File: config.mk
export PLATFORM = sky130hd
export DESIGN_NAME = msrv32_rf_wr_arbiter
export DESIGN_NICKNAME = d
export VERILOG_FILES = /design/src/rtl/msrv32_pkg.sv /design/src/rtl/msrv32_wr_hold_buf.sv /design/src/rtl/msrv32_rf_wr_arbiter.sv
export SDC_FILE = /design/constraint.sdc
export NUM_CORES = 1
export LEC_CHECK = 0
export CORE_UTILIZATION = 35
export DETAILED_ROUTE_END_ITERATION = 10
export GPL_TIMING_DRIVEN = 0
export SYNTH_ARGS = -nofsm -noshare
export SYNTH_HDL_FRONTEND = slang
export SYNTH_SLANG_ARGS = --single-unit
export TNS_END_PERCENT = 5
File: constraint.sdc
create_clock -name ms_riscv32_mp_clk_in -period 2.31 [get_ports ms_riscv32_mp_clk_in]
set_input_delay 0.231 -clock ms_riscv32_mp_clk_in [delete_from_list [all_inputs] [get_ports ms_riscv32_mp_clk_in]]
set_output_delay 0.231 -clock ms_riscv32_mp_clk_in [all_outputs]
set_load 0.02 [all_outputs]
File: src/rtl/msrv32_pkg.sv
// Shared types and constants for the msrv32 writeback-stage register-file write arbiter.
package msrv32_pkg;

   localparam int unsigned XLEN_DEFAULT = 32;
   localparam logic [4:0]  X0           = 5'd0;

   typedef enum logic [1:0] {
      StIdle,
      StHeld,
      StForce
   } arb_state_e;

endpackage

File: src/rtl/msrv32_wr_hold_buf.sv
// One-entry holding register for a multi-cycle write that lost arbitration.
module msrv32_wr_hold_buf
   import msrv32_pkg::*;
#(
   parameter int unsigned XLEN = XLEN_DEFAULT
) (
   input  logic            clk_i,
   input  logic            rst_ni,
   input  logic            load_i,
   input  logic            clear_i,
   input  logic [4:0]      addr_i,
   input  logic [XLEN-1:0] data_i,
   output logic            valid_o,
   output logic [4:0]      addr_o,
   output logic [XLEN-1:0] data_o
);

   logic            valid_q;
   logic [4:0]      addr_q;
   logic [XLEN-1:0] data_q;

   always_ff @(posedge clk_i) begin
      if (!rst_ni) begin
         valid_q <= 1'b0;
         addr_q  <= '0;
         data_q  <= '0;
      end else if (load_i) begin
         valid_q <= 1'b1;
         addr_q  <= addr_i;
         data_q  <= data_i;
      end else if (clear_i) begin
         valid_q <= 1'b0;
      end
   end

   assign valid_o = valid_q;
   assign addr_o  = addr_q;
   assign data_o  = data_q;

endmodule

File: src/rtl/msrv32_rf_wr_arbiter.sv
// Integer RF / CSR write-port arbiter between pipeline writeback and a late multi-cycle requester.
// Optional statistics counters enabled by defining MSRV32_RF_WR_ARB_STATS_EN.
module msrv32_rf_wr_arbiter
   import msrv32_pkg::*;
#(
   parameter int unsigned XLEN     = XLEN_DEFAULT,
   parameter int unsigned MAX_WAIT = 8,
   parameter int unsigned WAIT_W   = $clog2(MAX_WAIT + 1)
) (
   input  logic            ms_riscv32_mp_clk_in,
   input  logic            ms_riscv32_mp_rst_in,
   input  logic            flush_in,
   input  logic            rf_wr_en_reg_in,
   input  logic [4:0]      rd_addr_reg_in,
   input  logic [XLEN-1:0] wb_data_in,
   input  logic            csr_wr_en_reg_in,
   input  logic            mc_valid_in,
   input  logic [4:0]      mc_rd_addr_in,
   input  logic [XLEN-1:0] mc_data_in,
   output logic            mc_ready_out,
   output logic            wr_en_integer_file_out,
   output logic [4:0]      rd_addr_out,
   output logic [XLEN-1:0] rd_data_out,
   output logic            wr_en_csr_file_out,
   output logic            stall_out
`ifdef MSRV32_RF_WR_ARB_STATS_EN
   ,
   output logic [15:0]     forced_cnt_out,
   output logic [15:0]     dropped_cnt_out
`endif
);

   arb_state_e        state_q, state_d;
   logic [WAIT_W-1:0] wait_cnt_q, wait_cnt_d, wait_inc;

   logic              pipe_wr, mc_acc, mc_live, same_rd;
   logic              grant_pipe, grant_mc, grant_buf;
   logic              buf_load, buf_clear, buf_valid;
   logic [4:0]        buf_addr;
   logic [XLEN-1:0]   buf_data;
   logic [4:0]        wr_addr;
   logic [XLEN-1:0]   wr_data;

   logic              wr_en_q, csr_en_q;
   logic [4:0]        rd_addr_q;
   logic [XLEN-1:0]   rd_data_q;

   assign stall_out    = (state_q == StForce);
   assign mc_ready_out = (state_q == StIdle) & ms_riscv32_mp_rst_in;

   assign pipe_wr  = rf_wr_en_reg_in & ~flush_in & (rd_addr_reg_in != X0) & ~stall_out;
   assign mc_acc   = mc_valid_in & mc_ready_out;
   assign mc_live  = mc_acc & (mc_rd_addr_in != X0);
   assign same_rd  = (rd_addr_reg_in == buf_addr);
   assign wait_inc = wait_cnt_q + 1'b1;

   always_comb begin
      state_d    = state_q;
      wait_cnt_d = wait_cnt_q;
      grant_pipe = 1'b0;
      grant_mc   = 1'b0;
      grant_buf  = 1'b0;
      buf_load   = 1'b0;
      buf_clear  = 1'b0;
      unique case (state_q)
         StIdle: begin
            if (mc_live && !pipe_wr) begin
               grant_mc = 1'b1;
            end else if (mc_live) begin
               grant_pipe = 1'b1;
               buf_load   = 1'b1;
               state_d    = StHeld;
               wait_cnt_d = WAIT_W'(1);
            end else begin
               grant_pipe = pipe_wr;
            end
         end
         StHeld: begin
            if (!pipe_wr) begin
               grant_buf  = buf_valid;
               buf_clear  = 1'b1;
               state_d    = StIdle;
               wait_cnt_d = '0;
            end else if (same_rd) begin
               // Pipeline result is younger: the buffered write is stale.
               grant_pipe = 1'b1;
               buf_clear  = 1'b1;
               state_d    = StIdle;
               wait_cnt_d = '0;
            end else begin
               grant_pipe = 1'b1;
               wait_cnt_d = wait_inc;
               if (wait_inc == WAIT_W'(MAX_WAIT)) begin
                  state_d = StForce;
               end
            end
         end
         StForce: begin
            grant_buf  = buf_valid;
            buf_clear  = 1'b1;
            state_d    = StIdle;
            wait_cnt_d = '0;
         end
         default: begin
            state_d    = StIdle;
            wait_cnt_d = '0;
         end
      endcase
   end

   always_comb begin
      wr_addr = rd_addr_reg_in;
      wr_data = wb_data_in;
      if (grant_mc) begin
         wr_addr = mc_rd_addr_in;
         wr_data = mc_data_in;
      end else if (grant_buf) begin
         wr_addr = buf_addr;
         wr_data = buf_data;
      end
   end

   msrv32_wr_hold_buf #(
      .XLEN (XLEN)
   ) u_hold_buf (
      .clk_i   (ms_riscv32_mp_clk_in),
      .rst_ni  (ms_riscv32_mp_rst_in),
      .load_i  (buf_load),
      .clear_i (buf_clear),
      .addr_i  (mc_rd_addr_in),
      .data_i  (mc_data_in),
      .valid_o (buf_valid),
      .addr_o  (buf_addr),
      .data_o  (buf_data)
   );

   always_ff @(posedge ms_riscv32_mp_clk_in) begin
      if (!ms_riscv32_mp_rst_in) begin
         state_q    <= StIdle;
         wait_cnt_q <= '0;
         wr_en_q    <= 1'b0;
         csr_en_q   <= 1'b0;
         rd_addr_q  <= '0;
         rd_data_q  <= '0;
      end else begin
         state_q    <= state_d;
         wait_cnt_q <= wait_cnt_d;
         wr_en_q    <= grant_pipe | grant_mc | grant_buf;
         csr_en_q   <= csr_wr_en_reg_in & ~flush_in & ~stall_out;
         // Address/data hold their last value when nothing is granted.
         if (grant_pipe | grant_mc | grant_buf) begin
            rd_addr_q <= wr_addr;
            rd_data_q <= wr_data;
         end
      end
   end

   assign wr_en_integer_file_out = wr_en_q;
   assign wr_en_csr_file_out     = csr_en_q;
   assign rd_addr_out            = rd_addr_q;
   assign rd_data_out            = rd_data_q;

`ifdef MSRV32_RF_WR_ARB_STATS_EN
   logic        force_entry, waw_drop;
   logic [15:0] forced_cnt_q, dropped_cnt_q;

   assign force_entry = (state_q == StHeld) & (state_d == StForce);
   assign waw_drop    = (state_q == StHeld) & pipe_wr & same_rd;

   always_ff @(posedge ms_riscv32_mp_clk_in) begin
      if (!ms_riscv32_mp_rst_in) begin
         forced_cnt_q  <= '0;
         dropped_cnt_q <= '0;
      end else begin
         if (force_entry && forced_cnt_q != 16'hFFFF) begin
            forced_cnt_q <= forced_cnt_q + 16'd1;
         end
         if (waw_drop && dropped_cnt_q != 16'hFFFF) begin
            dropped_cnt_q <= dropped_cnt_q + 16'd1;
         end
      end
   end

   assign forced_cnt_out  = forced_cnt_q;
   assign dropped_cnt_out = dropped_cnt_q;
`endif

endmodule

==> summary.txt, run 1 <==
Status
  • Outcome: finished clean

Synthesis
  • Ys async rst share: 0%
  • Synth Area in XOR/XNOR: 1.32%
  • Largest family of logic cells by synthesized area: simple AND/OR/NAND/NOR gates
  • Unique cell type count in the Yosys netlist: 35
  • Mux contribution to synthesized area: between 1.5 and 2%
  • FF+latch count, synth: 83
  • Synth area leaders: dfxtp_1 42%, nand2_1 12%, nor3_1 8.3%, a21boi_0 7.7%, o41ai_2 5.7%
  • Syn Inst Count: between 400 and 500
  • Syn Nets: around 580
  • Synthesized-area fraction occupied by ao, oa, aoi and oai cells: around 23%
  • Largest area contributor in the netlist: dfxtp_1
  • EDFF count, synth: 0
  • Syn avg cell area: 8.13 µm²
  • Synth Cell Area: 3990 µm²
  • Sequential-to-total area share from yosys stat: a little over two fifths
  • Synth Flop Type: dfxtp_1
  • Post-synth top area share: between 40% and 50%
  • Synth Area in Adders: approximately 1.6%
  • Synth warn: 0
  • Simple-Gate Fraction of Synth Area: roughly a quarter

Route
  • Pre-antenna DRT Iters: 4
  • Vias per cell: slightly above 5
  • Wire length per cell: around 16 µm
  • Detailed Route Iter0 Violations: around 180
  • Antenna-violating nets left: 0
  • Total routed wirelength: 12.4 mm
  • DR vias: around 4000
  • DRC violations left: 0

Critical path
  • Worst path cell trace: clkdlybuf4s50_1 > or4_4 > o21a_4 > buf_4 > nor2_1 > clkbuf_1 > nand2_1 > o41ai_1
  • Data arrival, critical path: ~2.5 ns
  • Largest stage delay on the critical path: 0.57 ns
  • Worst Path Required: 2.53 ns
  • CP startpoint kind: input pin
  • Crit-path slowest cell: or4_4
  • Critical path endpoint category: flop
  • Critical path class: input pin to flop
  • Worst Path Max Fanout: 10

Floorplanning
  • Die height: about 110 µm
  • Die Wd: 109 µm
  • Num rows: 38
  • Core box area: 11000 µm²
  • Num ports: 121
  • Full die area: 11800 µm²
  • Initial Utilization: 36.4%

Pwr
  • Reg power frac: 38.3%
  • Int Pwr: between 3000 and 4000 µW
  • Psw: ~1300 µW
  • Worst vdd ir: ~350 µV
  • Static leakage: between 0.002 and 0.0025 µW
  • Comb power frac: 29.5%
  • PD cells: around 740 nW/µm²
  • Sw frac: 30.6%
  • Clk pwr share: around a third

CTS
  • CTS root buffer: clkbuf_16
  • H-tree Lvls: 3
  • Worst skew pair latency: around 0.32 ns
  • Clock transition at the registers of the reported paths: around 0.060 ns
  • Sink Count: 83
  • Total CTS buffers: 9
  • Clock buffer depth: 2
  • CTS tree: yes

STA
  • Final Hold Viols: 0
  • Worst Skew: approximately 0.0054 ns
  • Maximum clock rate: about 0.44 GHz
  • Final period utilization: 97.9%
  • Final setup viols: 0
  • Worst Tran Pin Value: about 0.6 ns
  • WHS: between 0.2 and 0.25 ns
  • Max transition margin: roughly three fifths
  • Max Slew Vio Count: 0
  • RSZ-0062 raised after global routing: yes
  • Min Tclk post-route: around 2.3 ns

Flow run
  • Maxcap violations: 0

Cells and area
  • Fraction of layout cells with a size suffix above 1: around 13%
  • Final core occ: 53.5%
  • Area growth syn-to-layout: 47.0%
  • Commonest non-fill, non-tap cell in the layout: nand2_1
  • Most frequent cells in the layout: 125 x nand2_1, 119 x clkdlybuf4s50_1, 82 x dfxtp_1
  • Final Non-Filler Cells: between 700 and 800
  • Final #Nets: a little over 700
  • N_diodes: 0

Hold path
  • Hold Path Class: input pin to flop

Placed design
  • Post-DP HPWL: between 8 and 9 mm
  • Routability Congestion: between 0.7 and 0.8
  • # port buffers: 120
  • Dpl cells: 751

GRT
  • Aggregate global-route resource usage: about 22%
  • Remaining Overflow, GRT: 0
  • Largest net degree at the start of global routing: 14
  • First-pass GRT wire length: around 20 mm
  • Vias in the first global route: 4009
  • Initial antenna violation count: 0
-- final cells by class --
class	count	area [µm²]
flip-flops and latches	83	1660
clock buffers	10	229
multi-input cells	366	2240
well taps	140	175
clock inverters	5	55.1
inverters	4	15.0
plain buffers	38	243
repair buffers	127	1260
fillers	1075	5110
-- state kept, by name (all words and copies together) (netlist names) --
name,cells
rd_data_out,32
wr_en_integer_file_out,1
u_hold_buf.valid_o,1
wr_en_csr_file_out,1
state_q,2
u_hold_buf.data_o,32
rd_addr_out,5
u_hold_buf.addr_o,5
wait_cnt_q,4
-- critical path, delay by kind of cell --
family	cells	cell delay (ns)
simple gates	3	0.85
compound gates	2	0.33
buf+inv	3	1.06
-- power groups by stage --
stage | Sequential [µW] | Clock [µW] | Combinational (µW)
after detailed placement | 1680 | 0 | 1200
final | 1650 | 1390 | 1280
after floorplan | 1810 | 0 | 516
after CTS | 1650 | 1430 | 1240
after global routing | 1670 | 1490 | 1380
after global placement | 1680 | 0 | 1190
-- synth_stat cells (2+ instances only) --
cell and instances:
ha_1 5, o41ai_1 18, a21boi_0 41, mux2i_1 6, o211a_1 2, o41ai_2 14
nor3_1 66, nor2_2 4, nand3_1 4, inv_1 4, o31ai_1 5, o21ai_0 15
a21oi_1 3, clkbuf_1 25, nand2_1 125, nand4_1 2, buf_2 6, o21ai_2 2
o211ai_1 3, buf_6 3, dfxtp_1 83, xor2_1 5, buf_1 4, nor2_1 35
-- routing by layer --
| metal | GRT usage (%) | wire length, µm | up-vias |
|---|---|---|---|
| li1 | - | - | 2000 |
| met1 | 29.7 | 5940 | 1846 |
| met2 | 36.0 | 5630 | 135 |
| met3 | 4.06 | 862 | 2 |
| met4 | 5.98 | 17 | 0 |
| met5 | 0 | 0 | - |
-- metrics by stage --
stage	power, µW	area, µm²	setup TNS, ns	setup slack [ns]
final	4320	5870	0	0.0485
after global routing	4540	5870	-0.770	-0.0691
after CTS	4320	5730	-0.00496	-0.00496
after detailed placement	2880	5370	-42.92	-0.799
after global placement	2870	5370	-39.76	-0.774
after floorplan	2330	3990	0	0.0124
-- worst paths after layout --
kind,from,endpoint,slack [ns],cells past startpoint
setup / recovery,rd_addr_reg_in[2],rd_data_out[2]$_SDFFE_PN0P_,0.05,8
hold / removal,mc_rd_addr_in[0],rd_addr_out[0]$_SDFFE_PN0P_,0.21,3
setup reg to reg,state_q[0]$_SDFFE_PN0P_,rd_data_out[7]$_SDFFE_PN0P_,0.09,10
hold reg to reg,u_hold_buf.data_o[6]$_SDFFE_PN0P_,u_hold_buf.data_o[6]$_SDFFE_PN0P_,0.46,2
-- kinds of logic after synthesis --
logic type	Yosys count
AND/OR/NAND/NOR	241
AO/OA/AOI/OAI	107
flip-flops	83
buffers and inverters	42
multiplexers	7
XOR/XNOR	6
adder cells (fa/ha/maj)	5
-- what timing repair did --
item / in CTS / in global routing
pin swaps: 1 / 3
buffers inserted: 2 / 5
gates resized for setup: 23 / 41
hold buffers: 0 / 0
endpoints found under the setup margin: 82 / 69
Note: power is estimated with default switching activity, not from simulation.
==> run 2: changes to the inputs <==
PLACE_DENSITY = 0.68   (was unset)
==> run 2 against run 1 <==
Effect of this change: die area is the same; non-clock buffer count shrank 1; power shrank 0.99%; routed wire length shrank 2.6%; sequential power is essentially flat.
==> summary.txt, run 2 (synthesized netlist as in run 1, its figures left out) <==
Status
  • Outcome: finished clean

Route
  • DR vias: just over 4000
  • Detailed Route Iter0 Violations: 110
  • Pre-antenna DRT Iters: 4
  • DRC violations left: 0
  • Total routed wirelength: between 10 and 15 mm
  • Vias per cell: roughly 5.2
  • Antenna-violating nets left: 0
  • Wire length per cell: roughly 16 µm

Cells and area
  • Fill cells: roughly 1100
  • N_diodes: 0
  • Multi-input logic area: between 2000 and 2500 µm²
  • Fraction of layout cells with a size suffix above 1: approximately an eighth
  • Most frequent cells in the layout: 125 x nand2_1, 120 x clkdlybuf4s50_1, 82 x dfxtp_1
  • Reg area: 1660 µm²
  • Final #Nets: roughly 710
  • Commonest non-fill, non-tap cell in the layout: nand2_1
  • Area growth syn-to-layout: 45.3%

Critical path
  • Critical path endpoint category: flop
  • Worst Path Required: 2.54 ns
  • Critical path class: input pin to flop
  • Worst Path Max Fanout: 10
  • Worst R2R Path Depth: 6
  • CP startpoint kind: input pin
  • Reg2reg setup slack: between 0.07 and 0.08 ns
  • Data arrival, critical path: 2.46 ns

GRT
  • Vias in the first global route: 3903
  • Initial antenna violation count: 0
  • First-pass GRT wire length: 19.3 mm
  • Largest net degree at the start of global routing: 16
  • Remaining Overflow, GRT: 0
  • Aggregate global-route resource usage: roughly a fifth

CTS
  • Sink Count: 83
  • Hold buffers post-CTS: 0
  • Clock transition at the registers of the reported paths: approximately 0.070 ns
  • Worst skew pair latency: ~0.34 ns
  • CTS root buffer: clkbuf_16
  • H-tree Lvls: 3
  • Total CTS buffers: 9
  • Clock buffer depth: 2
  • CTS tree: yes

Floorplanning
  • Full die area: between 10000 and 15000 µm²
  • Initial Utilization: 36.4%
  • Die Wd: about 110 µm
  • Num ports: between 100 and 150
  • Num rows: 38
  • Core box area: around 11000 µm²
  • Die height: between 100 and 150 µm

Placed design
  • Setup WS pre-CTS: -0.700 ns
  • Post-DP HPWL: 8.72 mm
  • Routability Congestion: between 0.7 and 0.8
  • # port buffers: 120

Pwr
  • Worst vdd ir: between 400 and 500 µV
  • PD cells: roughly 740 nW/µm²
  • Static leakage: 0.00213 µW
  • Tot Pwr: ~4300 µW

STA
  • Worst Skew: 0.00600 ns
  • Final WS setup: 0.0795 ns
  • Final setup viols: 0
  • Final Hold Viols: 0
  • Maximum clock rate: 0.448 GHz
  • Worst Tran Pin Value: approximately 0.59 ns
  • Final period utilization: a little over nine tenths
  • Max Slew Vio Count: 0
  • RSZ-0062 raised after global routing: yes
  • Min Tclk post-route: around 2.2 ns
  • Max transition margin: between 60% and 70%

Flow run
  • Maxcap violations: 0

Hold path
  • WHS Path Cells: 3
  • Hold Path Class: input pin to flop
[run 2: metrics by stage]
| step | instances | hold WS, ns | TNS [ns] | util, % | cell area [µm²] |
|---|---|---|---|---|---|
| 3_5_place_dp | 751 | 0.458 | -37.64 | 48.9 | 5370 |
| 5_1_grt | 773 | 0.465 | -0.122 | 52.8 | 5800 |
| 2_1_floorplan | 491 | 0.308 | 0 | - | 3990 |
| 6_report | 773 | 0.455 | 0 | 52.8 | 5800 |
| 4_1_cts | 771 | 0.446 | -0.361 | 52.1 | 5720 |
| 3_3_place_gp | 751 | 0.451 | -33.48 | 48.9 | 5370 |
[run 2: metal layers]
metal | share of wire [%] | routed length (µm) | GRT usage [%] | up-vias
met5 | 0 | 0 | 0 | -
met4 | 0.97 | 118 | 6.66 | 0
met3 | 6.3 | 763 | 5.44 | 9
met2 | 46 | 5630 | 36.2 | 133
met1 | 46 | 5620 | 25.9 | 1904
li1 | - | - | - | 1994
[run 2: what timing repair did]
item                                    CTS  global route
pin swaps                                 1             3
buffers inserted                          4             2
resized for setup                        17            38
endpoints found under the setup margin   82            66
[run 2: where the power goes]
part	total (µW)	switching [µW]	internal, µW	leakage, µW
combinational	1260	676	587	0.00131
clock	1360	626	736	0.000133
sequential	1650	80.3	1570	0.000680
[run 2: final cells by class]
type | instances | area share, %
inverters | 4 | 0.259
flip-flops and latches | 83 | 28.7
plain buffers | 38 | 3.92
clock inverters | 7 | 0.884
repair buffers | 126 | 21.5
clock buffers | 9 | 3.88
well taps | 140 | 3.02
multi-input cells | 366 | 37.9
[run 2: path summary, 6_finish.rpt]
path                                      startpoint                                 end
hold / removal                      csr_wr_en_reg_in       wr_en_csr_file_out$_SDFF_PN0_
setup / recovery                   rd_addr_reg_in[2]         rd_data_out[5]$_SDFFE_PN0P_
setup reg to reg             state_q[1]$_SDFFE_PN0P_         rd_data_out[5]$_SDFFE_PN0P_
hold reg to reg   u_hold_buf.data_o[16]$_SDFFE_PN0P_  u_hold_buf.data_o[16]$_SDFFE_PN0P_
[run 2: critical path: stages]
cell	delay [ns]
clkdlybuf4s50_1	0.48
or4_4	0.58
o21ai_2	0.39
clkbuf_2	0.35
nor3_1	0.08
o41ai_1	0.34
